## src/rtl/csr_counter_ids_pins.sv

```systemverilog
// CSR side-bus peripheral: read-only ID registers, 64-bit cycle/instret counters
// and a small bank of software-writable output pins.
module csr_counter_ids_pins #(
    parameter logic [31:0] ISA              = 32'h40001104,
    parameter logic [11:0] IDS_BASE_ADDR    = 12'hFC0,
    parameter logic [31:0] KHZ              = 32'd10,
    parameter logic [11:0] PINS_BASE_ADDR   = 12'hBC1,
    parameter int          PINS_COUNT       = 1,
    parameter logic [31:0] PINS_RESET_VALUE = 32'h0
) (
    input  logic                  clk,
    input  logic                  rst,
    input  logic                  read,
    input  logic                  write,
    input  logic [31:0]           wdata,
    input  logic [11:0]           addr,
    output logic [31:0]           rdata,
    output logic                  valid,
    input  logic                  retired,
    output logic [PINS_COUNT-1:0] pins
);

    localparam logic [11:0] ADDR_MISA      = 12'h301;
    localparam logic [11:0] ADDR_MVENDORID = 12'hF11;
    localparam logic [11:0] ADDR_MARCHID   = 12'hF12;
    localparam logic [11:0] ADDR_MIMPID    = 12'hF13;
    localparam logic [11:0] ADDR_MHARTID   = 12'hF14;
    localparam logic [11:0] ADDR_MCYCLE    = 12'hB00;
    localparam logic [11:0] ADDR_MCYCLEH   = 12'hB80;
    localparam logic [11:0] ADDR_MINSTRET  = 12'hB02;
    localparam logic [11:0] ADDR_MINSTRETH = 12'hB82;
    localparam logic [11:0] ADDR_CYCLE     = 12'hC00;
    localparam logic [11:0] ADDR_CYCLEH    = 12'hC80;
    localparam logic [11:0] ADDR_TIME      = 12'hC01;
    localparam logic [11:0] ADDR_TIMEH     = 12'hC81;
    localparam logic [11:0] ADDR_INSTRET   = 12'hC02;
    localparam logic [11:0] ADDR_INSTRETH  = 12'hC82;

    logic [63:0]           mcycle_r;
    logic [63:0]           minstret_r;
    logic [PINS_COUNT-1:0] pins_r;
    logic [31:0]           rdata_r;

    logic                  hit_s;
    logic [31:0]           rd_val_s;
    logic [31:0]           pins_ext_s;
    logic                  wr_mcycle_lo_s;
    logic                  wr_mcycle_hi_s;
    logic                  wr_minstret_lo_s;
    logic                  wr_minstret_hi_s;
    logic                  wr_pins_s;

    // Zero-extend the pin bank to a full CSR word
    always_comb begin
        pins_ext_s                 = 32'h0;
        pins_ext_s[PINS_COUNT-1:0] = pins_r;
    end

    // Address decode and read-data mux; time/timeh alias the cycle counter
    always_comb begin
        hit_s    = 1'b1;
        rd_val_s = 32'h0;
        case (addr)
            ADDR_MISA:                                rd_val_s = ISA;
            ADDR_MVENDORID, ADDR_MARCHID,
            ADDR_MIMPID, ADDR_MHARTID:                rd_val_s = 32'h0;
            IDS_BASE_ADDR:                            rd_val_s = KHZ;
            ADDR_MCYCLE, ADDR_CYCLE, ADDR_TIME:       rd_val_s = mcycle_r[31:0];
            ADDR_MCYCLEH, ADDR_CYCLEH, ADDR_TIMEH:    rd_val_s = mcycle_r[63:32];
            ADDR_MINSTRET, ADDR_INSTRET:              rd_val_s = minstret_r[31:0];
            ADDR_MINSTRETH, ADDR_INSTRETH:            rd_val_s = minstret_r[63:32];
            PINS_BASE_ADDR:                           rd_val_s = pins_ext_s;
            default: begin
                hit_s    = 1'b0;
                rd_val_s = 32'h0;
            end
        endcase
    end

    assign valid            = hit_s;
    assign wr_mcycle_lo_s   = write && (addr == ADDR_MCYCLE);
    assign wr_mcycle_hi_s   = write && (addr == ADDR_MCYCLEH);
    assign wr_minstret_lo_s = write && (addr == ADDR_MINSTRET);
    assign wr_minstret_hi_s = write && (addr == ADDR_MINSTRETH);
    assign wr_pins_s        = write && (addr == PINS_BASE_ADDR);

    // Cycle counter: a half-word write replaces that half and suppresses the increment
    always_ff @(posedge clk) begin
        if (rst) begin
            mcycle_r <= 64'h0;
        end else if (wr_mcycle_lo_s) begin
            mcycle_r[31:0] <= wdata;
        end else if (wr_mcycle_hi_s) begin
            mcycle_r[63:32] <= wdata;
        end else begin
            mcycle_r <= mcycle_r + 64'd1;
        end
    end

    // Retired-instruction counter, same write-over-increment priority
    always_ff @(posedge clk) begin
        if (rst) begin
            minstret_r <= 64'h0;
        end else if (wr_minstret_lo_s) begin
            minstret_r[31:0] <= wdata;
        end else if (wr_minstret_hi_s) begin
            minstret_r[63:32] <= wdata;
        end else if (retired) begin
            minstret_r <= minstret_r + 64'd1;
        end else begin
            minstret_r <= minstret_r;
        end
    end

    // Output pin register
    always_ff @(posedge clk) begin
        if (rst) begin
            pins_r <= PINS_RESET_VALUE[PINS_COUNT-1:0];
        end else if (wr_pins_s) begin
            pins_r <= wdata[PINS_COUNT-1:0];
        end else begin
            pins_r <= pins_r;
        end
    end

    // Registered read data, zero whenever no read hit this block
    always_ff @(posedge clk) begin
        if (rst) begin
            rdata_r <= 32'h0;
        end else if (read && hit_s) begin
            rdata_r <= rd_val_s;
        end else begin
            rdata_r <= 32'h0;
        end
    end

    assign rdata = rdata_r;
    assign pins  = pins_r;

endmodule

```

## config.mk

```make
export PLATFORM = sky130hd
export DESIGN_NAME = csr_counter_ids_pins
export DESIGN_NICKNAME = d
export VERILOG_FILES = /design/src/rtl/csr_counter_ids_pins.sv
export SDC_FILE = /design/constraint.sdc
export NUM_CORES = 1
export LEC_CHECK = 0
export ABC_AREA = 1
export CAP_MARGIN = 20
export CORE_MARGIN = 4
export CORE_UTILIZATION = 40
export CTS_CLUSTER_DIAMETER = 60
export DETAILED_ROUTE_END_ITERATION = 8
export PLACE_DENSITY_LB_ADDON = 0.12
export RECOVER_POWER = 25
export SLEW_MARGIN = 15
export SYNTH_ARGS = -nofsm -noshare
export SYNTH_HDL_FRONTEND = slang
export SYNTH_SLANG_ARGS = --single-unit
export TNS_END_PERCENT = 10
```

## constraint.sdc

```tcl
create_clock -name clk -period 1.75 [get_ports clk]
set_input_delay 0.175 -clock clk [delete_from_list [all_inputs] [get_ports clk]]
set_output_delay 0.175 -clock clk [all_outputs]
set_load 0.01 [all_outputs]
```

==> metrics.txt <==
violated checks negative setup slack; Routed WL per cell 20.3 µm; # setup viols final 3; Pwr per Cell Area 481 nW/µm²; number of H-tree levels 4; max_cap viols 0; Peak supply drop 0.738 mV; GPL Wtd Cong 1.01; largest net degree at the start of global routing 65; fin crit period 1.78 ns; I/O pin count 83; outcome finished, violations left; antenna violations before repair 1; Async S/R FF share, synth 0; IO Port Bufs 82; reg2reg setup slack -0.03 ns; most common cell after layout, fill and taps aside nand2_1; Post-synth EDFFs 0; Min-Delay Endpoint mcycle_r[8]; Final Slew Violations 0; fin worst setup slack -0.0294 ns; DP Worst Slack -0.516 ns; diode count 0; die area 33100 µm²; CP max FO 6; Worst Path Required 2.14 ns; Total GRT Usage 0.347; Vias/cell 5.38; crit path buf inv count 2; R2R Path End mcycle_r[60]; Root Buffer clkbuf_16; Most used DFF post-synth dfxtp_1; Hold Startpoint rst; RSZ-0062 raised after global routing true; router iterations before antenna repair 6; period utilization 1.02; Worst-path clk slew 0.08 ns; Mapped Cells 2112; Hold Path Class input pin to register; TritonCTS clock tree yes; syn_area_per_cell 5.74 µm²; sequential area share after synthesis 0.266; drt drc 0; post-synth cell types 38; worst stage delay on the critical path 0.37 ns; DP HPWL 47300 µm; Longest Clk Path Bufs 2; CTS buffer count 17; Fin. Hold Viols 0; via count 15700; WS Path Type register to register; Worst path top cell family by delay simple AND/OR/NAND/NOR gates; cell leakage power 0.00699 µW; crit path DAT 2.17 ns; Peak Freq 562 MHz; fin nets 2565; FP Rows 63; hold path depth 2; critical path endpoint category register; first-pass GRT wire length 87400 µm; Area Growth Syn to Fin 45.3%; slowest CP cell dfxtp_4; Fill cells 3006; Adder-Cell Fraction of Synth Area 0.00207; Min Hold Slack 0.0582 ns; slew margin rel. 0.695; most frequent cells in the layout nand2_1 (541), buf_4 (339), nor2_1 (259), inv_1 (249), nand3_1 (150); post-synthesis compound-gate area fraction 0.183; grt ovf 0; Mapped Nets 2163; XOR/XNOR Fraction of Synth Area 0.0224; Core ar. 29800 µm²; synthesis warning total 0; starting density of the core 0.407; die span in x 182 µm; Final Skew 0.0142 ns; Final Power 8460 µW; vias in the first global route 14900; Synth Area in Simple Gates 0.407; post-route ant nets 0; multiplexer share of the synthesized area 0; DR iter-0 viols 1531; CTS sink cnt 161; largest family of logic cells by synthesized area simple AND/OR/NAND/NOR gates; CP Cell Sequence ha_4, nand3_4, nor2_4, nand2_2, buf_4, nor2_2, buf_6, nand2_1, o21ai_1, nand3_1, a21oi_1; share of cells above drive strength 1 0.289; Seq cells post-synth 161; DIE HEIGHT 182 µm; worst-case reg-to-reg path depth 11; Skew-Pair Late Insertion Delay 0.46 ns; worst r2r src mcycle_r[1]; Post-CTS Hold Buffers 0; CP startpoint kind register; Slew @ Worst Pin 0.457 ns; area of the mapped netlist 12100 µm²; routed wire length 59200 µm
sequential cells by signal (all words and copies together), names as in the netlist:
signal / flops
minstret_r: 64
mcycle_r: 64
pins: 1
rdata: 32
cell type report:
cell class	count	area, µm²	share of cell area
inverters	272	1030	0.0587
clock inverters	13	174	0.00988
repair buffers	459	4030	0.229
flip-flops and latches	161	3310	0.188
clock buffers	18	439	0.0249
well taps	390	488	0.0277
multi-input cells	1603	8140	0.462
worst max path at each step:
stage                              from             end  slack [ns]  cells after the start
after floorplan           minstret_r[0]  minstret_r[56]        0.05                     10
after CTS                       addr[2]       rdata[18]       -0.05                     15
after detailed placement        addr[1]    mcycle_r[17]       -0.52                     10
after global routing        mcycle_r[1]    mcycle_r[48]       -0.13                     11
after global placement          addr[5]    mcycle_r[18]       -0.50                     10
final                       mcycle_r[1]    mcycle_r[60]       -0.03                     11
stage by stage:
| step | std cells | setup TNS [ns] | util | area [µm²] |
|---|---|---|---|---|
| after floorplan | 2112 | 0 | - | 12100 |
| after global placement | 2863 | -55.99 | 0.536 | 16000 |
| after detailed placement | 2863 | -61.90 | 0.536 | 16000 |
| after CTS | 2905 | -0.850 | 0.569 | 17000 |
| after global routing | 2916 | -3.91 | 0.591 | 17600 |
| final | 2916 | -0.0661 | 0.591 | 17600 |
kinds of logic (layout without fill, tap and decap cells):
family,Yosys count,in the layout
adders and majority gates,2,2
and+or+nand+nor,1184,1184
AOI/OAI and AO/OA,386,386
buffers and inverters,348,762
xor gates and xnor gates,31,31
DFF,161,161
report_power, final:
group / internal [µW] / switching, µW / leakage [µW]
clock: 2310 / 1810 / 0.000296
combinational: 259 / 409 / 0.00537
sequential: 3660 / 16.2 / 0.00132
total: 6230 / 2230 / 0.00699
cells in the mapped netlist (29+ instances only):
library cell	n	share of area
inv_1	260	0.081
a21oi_2	46	0.033
o22ai_1	40	0.021
buf_2	29	0.012
clkbuf_1	29	0.0090
xor2_1	29	0.021
nand3_1	163	0.067
nand4_1	32	0.017
nor2_1	358	0.11
a21oi_1	114	0.047
dfxtp_1	161	0.27
nand2_1	583	0.18
o21ai_0	151	0.062
layer usage:
layer | global-route usage | vias up | wire [µm]
met5 | 0 | - | 12
met4 | 0.140 | 2 | 2610
met3 | 0.0588 | 130 | 4840
met2 | 0.555 | 694 | 26600
met1 | 0.465 | 7286 | 25100
li1 | - | 7584 | -
what timing repair did:
item / CTS / global route
gates cloned: 1 / 1
pin swaps: 10 / 52
buffers inserted: 10 / 10
resized for setup: 105 / 218
endpoints found under the setup margin: 85 / 150
worst register-to-register path: cells and delay by family, from the launching register on:
family                   cells  cell delay (ns)
adder cells (fa/ha/maj)      1             0.16
AND/OR/NAND/NOR              6             0.62
flip-flops                   1             0.37
buffers and inverters        2             0.30
AO/OA/AOI/OAI                2             0.26
Note: power is estimated with default switching activity, not from simulation.
